--- config.mk ---
export PLATFORM = sky130hd
export DESIGN_NAME = spi_master_tx
export DESIGN_NICKNAME = d
export VERILOG_FILES = /design/src/rtl/spi_master_tx.sv
export SDC_FILE = /design/constraint.sdc
export NUM_CORES = 1
export LEC_CHECK = 0
export ABC_AREA = 1
export BUFFER_PORTS_ARGS = -buffer_cell sky130_fd_sc_hd__buf_2
export CAP_MARGIN = 0
export CORE_MARGIN = 3
export CORE_UTILIZATION = 45
export CTS_CLUSTER_DIAMETER = 200
export DETAILED_ROUTE_END_ITERATION = 10
export PLACE_DENSITY = 0.65
export REMOVE_ABC_BUFFERS = 1
export SLEW_MARGIN = 20
export SYNTH_ARGS = -nofsm -noshare
export SYNTH_HDL_FRONTEND = slang
export SYNTH_SLANG_ARGS = --single-unit
--- constraint.sdc ---
create_clock -name clk -period 3.9 [get_ports clk]
set_input_delay 0 -clock clk [delete_from_list [all_inputs] [get_ports clk]]
set_output_delay 0 -clock clk [all_outputs]
set_load 0.03 [all_outputs]
--- src/rtl/spi_master_tx.sv ---
// SPI master transmit stage.
// Serialises bytes MSB-first on sclk/mosi with an active-low chip select.
// sclk idles high, the receiver samples on falling edges, and mosi changes
// on rising edges. Back-to-back bytes stream without releasing cs_n.
// All SPI-side outputs are registered. tx_ready is decoded from registers only.
module spi_master_tx #(
  parameter int HALF_PERIOD = 2
) (
  input  logic       clk,
  input  logic       rst,
  input  logic [7:0] tx_data,
  input  logic       tx_valid,
  output logic       tx_ready,
  output logic       sclk,
  output logic       mosi,
  output logic       cs_n,
  output logic       busy,
  output logic       byte_done
);

  localparam int            DW       = $clog2(HALF_PERIOD + 1);
  localparam logic [DW-1:0] DIV_LAST = DW'(HALF_PERIOD - 1);
  localparam logic [DW-1:0] DIV_ONE  = DW'(1);

  typedef enum logic [1:0] {
    IDLE  = 2'd0,
    SETUP = 2'd1,
    LOW   = 2'd2,
    HIGH  = 2'd3
  } state_t;

  state_t        state_r, state_s;
  logic [DW-1:0] div_r, div_s;
  logic [2:0]    bit_r, bit_s;
  logic [7:0]    shift_r, shift_s;
  logic          last_r, last_s;

  logic sclk_r, sclk_s;
  logic mosi_r, mosi_s;
  logic cs_n_r, cs_n_s;
  logic busy_r, busy_s;
  logic byte_done_r, byte_done_s;

  logic phase_end_s;
  logic window_s;
  logic accept_s;

  // The final cycle of the 8th LOW phase doubles as the burst window.
  assign phase_end_s = (div_r == DIV_LAST);
  assign window_s    = (state_r == LOW) && (bit_r == 3'd7) && phase_end_s;
  assign tx_ready    = (state_r == IDLE) || window_s;
  assign accept_s    = tx_valid && tx_ready;

  assign sclk      = sclk_r;
  assign mosi      = mosi_r;
  assign cs_n      = cs_n_r;
  assign busy      = busy_r;
  assign byte_done = byte_done_r;

  // State register: FSM, counters, shifter and registered outputs.
  always_ff @(posedge clk or negedge rst) begin
    if (!rst) begin
      state_r     <= IDLE;
      div_r       <= '0;
      bit_r       <= 3'd0;
      shift_r     <= 8'd0;
      last_r      <= 1'b0;
      sclk_r      <= 1'b1;
      mosi_r      <= 1'b1;
      cs_n_r      <= 1'b1;
      busy_r      <= 1'b0;
      byte_done_r <= 1'b0;
    end else begin
      state_r     <= state_s;
      div_r       <= div_s;
      bit_r       <= bit_s;
      shift_r     <= shift_s;
      last_r      <= last_s;
      sclk_r      <= sclk_s;
      mosi_r      <= mosi_s;
      cs_n_r      <= cs_n_s;
      busy_r      <= busy_s;
      byte_done_r <= byte_done_s;
    end
  end

  // Next-state logic: phase sequencing, byte loads and bit shifting.
  always_comb begin
    state_s = state_r;
    div_s   = div_r;
    bit_s   = bit_r;
    shift_s = shift_r;
    last_s  = last_r;
    case (state_r)
      IDLE: begin
        if (accept_s) begin
          state_s = SETUP;
          div_s   = '0;
          shift_s = tx_data;
          bit_s   = 3'd0;
          last_s  = 1'b0;
        end else begin
          div_s = '0;
        end
      end
      SETUP: begin
        if (phase_end_s) begin
          state_s = LOW;
          div_s   = '0;
        end else begin
          div_s = div_r + DIV_ONE;
        end
      end
      LOW: begin
        if (phase_end_s) begin
          state_s = HIGH;
          div_s   = '0;
          if (bit_r == 3'd7) begin
            if (accept_s) begin
              // Burst: the coming HIGH phase acts as setup for the new byte.
              shift_s = tx_data;
              bit_s   = 3'd0;
              last_s  = 1'b0;
            end else begin
              // Ending: all-ones makes mosi return to its idle level.
              shift_s = 8'hFF;
              last_s  = 1'b1;
            end
          end else begin
            shift_s = {shift_r[6:0], 1'b0};
            bit_s   = bit_r + 3'd1;
          end
        end else begin
          div_s = div_r + DIV_ONE;
        end
      end
      HIGH: begin
        if (phase_end_s) begin
          div_s = '0;
          if (last_r) begin
            state_s = IDLE;
          end else begin
            state_s = LOW;
          end
        end else begin
          div_s = div_r + DIV_ONE;
        end
      end
      default: begin
        state_s = IDLE;
        div_s   = '0;
        bit_s   = 3'd0;
        shift_s = 8'd0;
        last_s  = 1'b0;
      end
    endcase
  end

  // Output logic: next values of the registered SPI-side outputs.
  always_comb begin
    sclk_s      = (state_s != LOW);
    cs_n_s      = (state_s == IDLE);
    busy_s      = (state_s != IDLE);
    byte_done_s = (state_s == LOW) && (bit_s == 3'd7) && (div_s == DIV_LAST);
    if (state_s == IDLE) begin
      mosi_s = 1'b1;
    end else begin
      mosi_s = shift_s[7];
    end
  end

endmodule

# Yosys cells after proc, flatten, opt, wreduce, memory -nomap -nowiden
# Cells that the tools add are included.
[word_totals]
out_inout_bits = 6
elab_cells = 61
ff_bits = 21
in_bits = 11
[op_classes]
n_addsub = 2
reduce_logical = 13
muxes = 23
eq_ne = 12
[op_table]
columns = ["op", "count"]
rows = [
  ["two-way mux 8 bit", 4],
  ["one-hot mux 8 bit (2 select lines)", 1],
  ["two-way mux 2 bit", 6],
  ["two-way mux 3 bit", 3],
  ["one-hot mux 2 bit (4 select lines)", 1],
  ["equality test 2 x 1 -> 1 bit, second input constant", 3],
  ["equality test 2 bit, second input constant", 3],
  ["equality test 3 bit, second input constant", 2],
  ["!= test 2 bit, second input constant", 3],
  ["one-hot mux 3 bit (2 select lines)", 1],
  ["logical AND 1 bit", 5],
  ["two-way mux 1 bit", 5],
  ["logical NOT 2 bit", 2],
  ["one-hot mux 2 bit (2 select lines)", 1],
  ["AND reduction 4 bit", 1],
  ["nonzero test 2 bit", 2],
  ["adder 3 x 1 -> 3 bit, second input constant", 1],
  ["AND reduction 3 bit", 1],
  ["OR reduction 3 bit", 1],
  ["adder 2 x 1 -> 2 bit, second input constant", 1],
  ["!= test 2 x 1 -> 1 bit, second input constant", 1],
  ["one-hot mux 1 bit (2 select lines)", 1],
  ["logical OR 1 bit", 1],
]

# Logic depth before layout (Yosys ltp)
# Gate-level depths: netlist (run 1).
[depth]
word_depth = 12
ltp_mapped = 12
mapped_depth_nobuf = 11

# Least setup slack after synthesis (run 1)
# Ideal clock, no wire load.
[synth_path]
path_kind = "reg-to-reg"
from = "register bit_r[1]"
to = "register shift_r[1]"
path_slack_ns = 2.226
setup_time_ns = 0.133
synth_period_minus_slack_ns = 1.674
stages_incl_launch_ff = 9
t_required_ns = 3.767
arrival_time_ns = 1.540
path_buffers = 1
cell_sequence = "dfrtp_1 ha_1 ha_1 nand3_1 o21bai_4 nand2_2 buf_6 o31ai_1 nand3_1"
[synth_via]
elab_chain_cells = 9
word_cells_on_any_way = 11
cone_classes = "eq/ne (2); mux (4); reduce/logical (5)"
[synth_lines]
columns = ["item", "line", "rtl"]
rows = [
  ["from (decl)", "34", "logic [2:0] bit_r, bit_s;"],
  ["from (signal assigned)", "76", "bit_r <= bit_s;"],
  ["equality test 3 bit (*)", "50", "assign window_s = (state_r == LOW) && (bit_r == 3'd7) && phase_end_s;"],
  ["logical AND 1 bit (*) (2 in series)", "50", ""],
  ["logical OR 1 bit (*)", "51", "assign tx_ready = (state_r == IDLE) || window_s;"],
  ["net tx_ready", "13", "output logic tx_ready,"],
  ["logical AND 1 bit (*)", "52", "assign accept_s = tx_valid && tx_ready;"],
  ["two-way mux 8 bit", "119", "if (accept_s) begin"],
  ["two-way mux 8 bit", "118", "if (bit_r == 3'd7) begin"],
  ["two-way mux 8 bit", "115", "if (phase_end_s) begin"],
  ["one-hot mux 8 bit (2 select lines)", "94", "case (state_r)"],
  ["to (signal assigned)", "77", "shift_r <= shift_s;"],
  ["to (decl)", "35", "logic [7:0] shift_r, shift_s;"],
]
# Mark *: on every way through the listed nets, which the timed path passes. The rest lies on a longest branch. The select of a mux whose other input is x is not followed.
# A chain may end at the register's enable or synchronous reset.

# Worst setup path after layout (run 1)
[layout_path]
from = "register bit_r[1]"
to = "register byte_done_r, in the netlist byte_done"
[layout_via]
elab_chain_cells = 12
word_cells_on_any_way = 16
cone_classes = "add/sub (1); eq/ne (3); mux (6); reduce/logical (6)"
[layout_lines]
columns = ["item", "line", "rtl"]
rows = [
  ["equality test 3 bit (*)", "50, 118", ""],
  ["logical AND 1 bit (2 in series)", "50", ""],
  ["logical OR 1 bit", "51", ""],
  ["logical AND 1 bit", "52", ""],
  ["two-way mux 3 bit", "96, 119", ""],
  ["two-way mux 3 bit", "118", ""],
  ["two-way mux 3 bit", "115", ""],
  ["one-hot mux 3 bit (2 select lines) (*)", "94", ""],
  ["net bit_s[0]", "34", ""],
  ["equality test 3 bit (*)", "164", "byte_done_s = (state_s == LOW) && (bit_s == 3'd7) && (div_s == DIV_LAST);"],
  ["logical AND 1 bit (*) (2 in series)", "164", ""],
  ["net byte_done_s", "42", "logic byte_done_r, byte_done_s;"],
  ["to (signal assigned)", "83", "byte_done_r <= byte_done_s;"],
  ["to (decl)", "42", ""],
]
# Mark *: on every way through the listed nets, which the timed path passes. The rest lies on a longest branch.

==> results of run 1 <==
[metal layers]
metal,vias up,global-route usage (%),wire [µm]
met4,0,5.42,31
li1,511,-,-
met5,-,0,0
met3,4,4.41,112
met1,440,21.2,1170
met2,18,26.7,1080
[what timing repair did]
item | 4_1_cts | 5_1_grt
hold buffers | 8 | 0
setup buffers | 0 | 0
hold endpoints to repair | 28 | 0
gates resized for setup | 0 | 0
[Yosys cell counts]
| cell type | n |
|---|---|
| nand2_1 | 37 |
| o21bai_4 | 1 |
| o22ai_1 | 2 |
| o21ai_2 | 1 |
| dfrtp_1 | 18 |
| buf_6 | 1 |
| nand3_2 | 1 |
| o21ai_1 | 1 |
| a21oi_1 | 7 |
| nand3_1 | 7 |
| nand4_1 | 2 |
| ha_1 | 2 |
| nand2_2 | 4 |
| o211ai_1 | 1 |
| buf_2 | 2 |
| nor2_1 | 16 |
| dfstp_2 | 3 |
| inv_1 | 20 |
| o21ai_0 | 7 |
| nand2_4 | 1 |
| o31ai_1 | 5 |
| nor3_1 | 2 |
| nor2_2 | 2 |
[worst max-delay path, cell delays in order (launching register included)]
cell and delay (ps):
dfrtp_1 410, ha_1 170, ha_1 380, nand3_1 200, o21bai_4 180, nand2_2 180
nand2_1 100, nand2_1 50, nand2_1 60, nand2_1 60, nand2_1 70, nor2_1 40
[flip-flops by register name, indices dropped and copies added (netlist names)]
signal	flops
state_r	2
shift_r	8
last_r	1
bit_r	3
div_r	2
sclk	1
busy	1
mosi	1
cs_n	1
byte_done	1
[cell families (layout without fill, tap and decap cells)]
logic type,after synthesis,in the layout
AOI/OAI and AO/OA,25,25
adders and majority gates,2,2
buffers and inverters,23,48
DFF,21,21
and+or+nand+nor,72,72
[metrics by stage]
stage          total power, mW  cells  hold slack [ps]
2_1_floorplan            0.735    140             -296
5_1_grt                   1.05    196             50.5
6_report                 0.962    196             54.7
3_5_place_dp             0.858    184            -14.9
3_3_place_gp             0.841    184            -27.7
4_1_cts                  0.972    196             51.1
[power by group through the flow]
| stage | sequential (mW) | combinational, mW | clock [mW] |
|---|---|---|---|
| 2_1_floorplan | 0.414 | 0.322 | 0 |
| 3_3_place_gp | 0.386 | 0.455 | 0 |
| 3_5_place_dp | 0.390 | 0.468 | 0 |
| 4_1_cts | 0.386 | 0.474 | 0.111 |
| 5_1_grt | 0.396 | 0.532 | 0.119 |
| 6_report | 0.385 | 0.471 | 0.105 |
[path summary, 6_finish.rpt]
path,from,to,slack [ps]
worst max-delay path,bit_r[1],byte_done,1900
worst min register to register,shift_r[4],shift_r[4],520
worst min-delay path,tx_valid,shift_r[0],50
min in group asynchronous,rst,shift_r[6],160
worst max register to register,bit_r[1],byte_done,1900
max in group asynchronous,rst,sclk,3400
[layout make-up]
| type | count | area share (%) |
|---|---|---|
| Timing Repair Buffer | 24 | 12.1 |
| Inverter | 20 | 5.66 |
| Tap cell | 28 | 2.64 |
| Multi-Input combinational cell | 99 | 37.7 |
| Clock buffer | 4 | 1.98 |
| Sequential cell | 21 | 39.9 |
==> metrics.yaml, run 1 <==
clock_network:
  cts.sinks: 21
  clk_pin_slew_ps: 110
  cts_root_buffer: "clkbuf_4"
  cts-buffers-inserted: 3
  cts_tree: "done"
  htreeDepth: 1
  clockBufferDepth: 2
  clk_latency_ps: 310
floorplan:
  core.rowCount: 17
  die-area_um2: 3140
  die_w_um: 56.0
  initial_core_util_pct: 49.0
  die_h_um: 56.0
  core_um2: 2300
  ios: 17
sta:
  worst_slew_pin_slew_ps: 463
  period_needed_ps: 2000
  hold_viol: 0
  timing.final.ws_setup_ps: 1900
  slew_viol_final: 0
  rsz0062_at_grt: "false"
  slew_headroom_pct: 69.2
  setup_viol: 0
  fmax_ghz: 0.500
  min_period_over_period_pct: 51.3
  fin_setup_tns_ps: 0
  skew_ps: 1.32
synthesis:
  synth_top_family_by_area: "simple AND/OR/NAND/NOR gates"
  synthTopCellsByArea: "dfrtp_1 (40%), nand2_1 (12%), dfstp_2 (7.0%)"
  yosys.area_share.adder_pct: 2.22
  syn_area_per_cell_um2: 7.87
  synthCells: 143
  synth_seq_cells: 21
  synthXorXnorAreaFrac_pct: 0
  synth_simple_gate_area_share_pct: 28.0
  synth_compound_gate_area_share_pct: 14.2
  post_synth_instance_area_um2: 1130
  ys_types: 23
  yosysTopAreaCell: "dfrtp_1"
  ys_warn_count: 0
  synth_top_area_share_pct: 40.0
  yosysSeqAreaShare_pct: 47.0
  synth.area.mux_share_pct: 0
placement:
  io_buffer_count: 16
  postPlaceCellArea_um2: 1220
  gp_congestion: 0.832
  preCtsSetupSlack_ps: 1930
  dp_hpwl_mm: 1.79
route:
  routed_wl_mm: 2.39
  route.detailed.drc: 0
  first_pass_iters: 4
  ant_nets: 0
  wl_per_cell_um: 12.2
  avgViaCountPerCell: 4.96
  vias: 973
  drt_iter0_drc: 24
power_and_ir_drop:
  p_int_mw: 0.522
  switching_share_pct: 45.7
  peakVddDrop_uv: 502
  power_leakage_nw: 0.665
  p_per_area_nw_per_um2: 725
  combinationalPowerShare_pct: 49.0
  power_frac_clock_pct: 11.0
  switching_power_mw: 0.440
  power_frac_seq_pct: 40.1
worst_setup_path:
  end_kind: "flop"
  rr_worst_depth: 11
  crit_arrival_ps: 2210
  required_ps: 4120
  path_class: "reg2reg"
  start_kind: "flop"
  crit_fanout: 12
cells_and_area:
  area.sequential_um2: 529
  layout.cells.most_common: "nand2_1"
  n_antenna_cell: 0
  fin_nets: 182
  final_area_um2: 1330
  areaGrowthSynthToFinish_pct: 17.8
  utilization_pct: 57.7
  fillers: 226
  layout_common_cells: "nand2_1 (37), inv_1 (20), dfrtp_1 (18), nor2_1 (16), buf_2 (16)"
  drive_above_1_share_pct: 19.0
  multi_input_comb_area_um2: 500
global_routing:
  antenna_found_initial: 0
  grt-ovfl-total: 0
  grt_max_degree: 22
  grt_pass1_wl_mm: 4.13
  grt_usage_pct: 16.5
  grt_pass1_vias: 946
flow_run:
  max_cap_violations: 0
worst_hold_path:
  min_path_type: "in2reg"
  whs_path_depth: 4
run_status:
  status: "finished, final reports clean"
(Power assumes the default switching activity.)
==> run 2: changes to the inputs <==
PLACE_DENSITY = 0.68   (was 0.65)
clock period = 1.7 ns   (was 3.9 ns; I/O delays follow)
==> run 2 against run 1 <==
  * Worst setup slack worse by 1900 ps
  * Clock power is 120% higher
  * Routed wire length is 14% higher
  * First-iteration DRC count is 67% higher
  * Critical endpoint is now shift_r[1]
  * Die area stayed put
  * Sequential cell count stayed put
  * Critical path depth is 4 lower
  * Worst hold slack better by 31 ps
  * Sequential share of layout area is 4.9 points lower
  * Critical path type unchanged
==> metrics.yaml, run 2 (synthesized netlist as in run 1, its figures left out) <==
run_status:
  status: "finished, final reports clean"
sta:
  fin_setup_tns_ps: 0
  worst_slew_pin_slew_ps: 473
  hold_viol: 0
  skew_ps: 2.16
  fmax_ghz: 0.601
  setup_viol: 0
  min_period_over_period_pct: 97.9
  slew_headroom_pct: 68.4
  slew_viol_final: 0
  period_needed_ps: 1660
floorplan:
  die_w_um: 56.0
  core.rowCount: 17
  die-area_um2: 3140
  initial_core_util_pct: 49.0
  die_h_um: 56.0
  core_um2: 2300
  ios: 17
power_and_ir_drop:
  switching_share_pct: 46.2
  peakVddDrop_uv: 895
  p_per_area_nw_per_um2: 1600
  combinationalPowerShare_pct: 53.7
  power_leakage_nw: 0.736
  p_int_mw: 1.30
  switching_power_mw: 1.12
  power_frac_clock_pct: 9.7
  power.total_mw: 2.42
  power_frac_seq_pct: 36.6
cells_and_area:
  largest_reg_flops: 8
  area.sequential_um2: 529
  drive_above_1_share_pct: 31.7
  fillers: 181
  layout_common_cells: "nand2_1 (35), inv_1 (19), dfrtp_1 (18), nor2_1 (16), buf_2 (16)"
  regMostFlops: "shift_r"
  layout.cells.most_common: "nand2_1"
  fin_cells: 208
  reg.largest.list: "shift_r: 8 flops, bit_r: 3 flops"
  areaGrowthSynthToFinish_pct: 34.3
  n_antenna_cell: 0
  fin_nets: 194
  multi_input_comb_area_um2: 593
global_routing:
  grt_max_degree: 22
  grt_pass1_wl_mm: 4.15
  antenna_found_initial: 0
  grt-ovfl-total: 0
  grt_pass1_vias: 947
  grt_usage_pct: 16.2
route:
  drt_iter0_drc: 40
  routed_wl_mm: 2.73
  vias: 1085
  first_pass_iters: 4
  avgViaCountPerCell: 5.22
  ant_nets: 0
  route.detailed.drc: 0
  wl_per_cell_um: 13.1
placement:
  dpl.cell_count: 188
  gp_congestion: 0.794
  io_buffer_count: 16
  dp_hpwl_mm: 1.76
worst_setup_path:
  crit_arrival_ps: 1840
  path_class: "reg2reg"
  required_ps: 1870
  crit_fanout: 5
  start_kind: "flop"
  end_kind: "flop"
  regToRegSetupSlack_ps: 40
clock_network:
  clk_latency_ps: 290
  cts_tree: "done"
  clockBufferDepth: 2
  cts_root_buffer: "clkbuf_4"
  cts-buffers-inserted: 3
  htreeDepth: 1
  clk_pin_slew_ps: 110
  cts.sinks: 21
worst_hold_path:
  min_path_type: "in2reg"
flow_run:
  max_cap_violations: 0
## run 2: cell types whose count changed in the layout (fill, tap and decap cells not counted), moves of 2 or more
cell	delta
buf_4	+10
o31ai_1	-5
o31ai_2	+4
ha_1	-2
nand2_1	-2
nand2_4	+2
## run 2: area by class of cell
cell class	instances	share of cell area [%]
Clock buffer	4	1.74
Inverter	20	5.21
Multi-Input combinational cell	100	39.2
Sequential cell	21	35.0
Tap cell	28	2.32
Timing Repair Buffer	35	16.5
## run 2: power groups by stage
stage	clock [mW]	combinational (mW)	sequential [mW]
3_5_place_dp	0	1.10	0.882
4_1_cts	0.240	1.14	0.871
5_1_grt	0.265	1.46	0.911
6_report	0.235	1.30	0.886
3_3_place_gp	0	1.08	0.874
2_1_floorplan	0	0.738	0.949
## run 2: through the flow
| step | worst slack, ps | hold slack [ps] | utilization [%] | area [µm²] |
|---|---|---|---|---|
| finish | 36.0 | 85.7 | 65.8 | 1510 |
| global route | -82.6 | 112 | 65.8 | 1510 |
| global placement | 0.863 | -28.7 | 54.4 | 1250 |
| detailed placement | -60.9 | -13.6 | 54.4 | 1250 |
| CTS | 15.4 | 62.5 | 59.7 | 1370 |
| floorplan | -157 | -296 | - | 1100 |
## run 2: worst paths after layout
path                               to       start  depth (start not counted)
hold reg to reg            shift_r[3]  shift_r[3]                          2
setup / recovery           shift_r[1]    bit_r[0]                          7
min in group asynchronous  shift_r[5]         rst                          2
max in group asynchronous        sclk         rst                          2
hold / removal             shift_r[7]  tx_data[7]                          5
setup reg to reg           shift_r[1]    bit_r[0]                          7
## run 2: repair_timing
| item | CTS | global route |
|---|---|---|
| setup buffers | 1 | 6 |
| hold buffers | 8 | 0 |
| setup endpoints to repair | 2 | 8 |
| gates resized for setup | 2 | 18 |
| pin swaps | 0 | 6 |
| endpoints found under the hold margin | 28 | 0 |
| cloned | 0 | 1 |
## run 2: critical path, cell delays in order (launching register included)
cell        delay [ps]
dfrtp_1            410
ha_2               210
ha_4               150
buf_8              110
clkinvlp_4         120
buf_4              190
o31ai_2            240
nand3_1            110
## run 2: metal layers
layer	GRT usage (%)	vias to the layer above	share of wire [%]
met1	22.4	522	45
li1	-	535	-
met2	26.0	26	50
met5	0	-	0
met4	4.41	0	0.51
met3	3.02	2	4.6
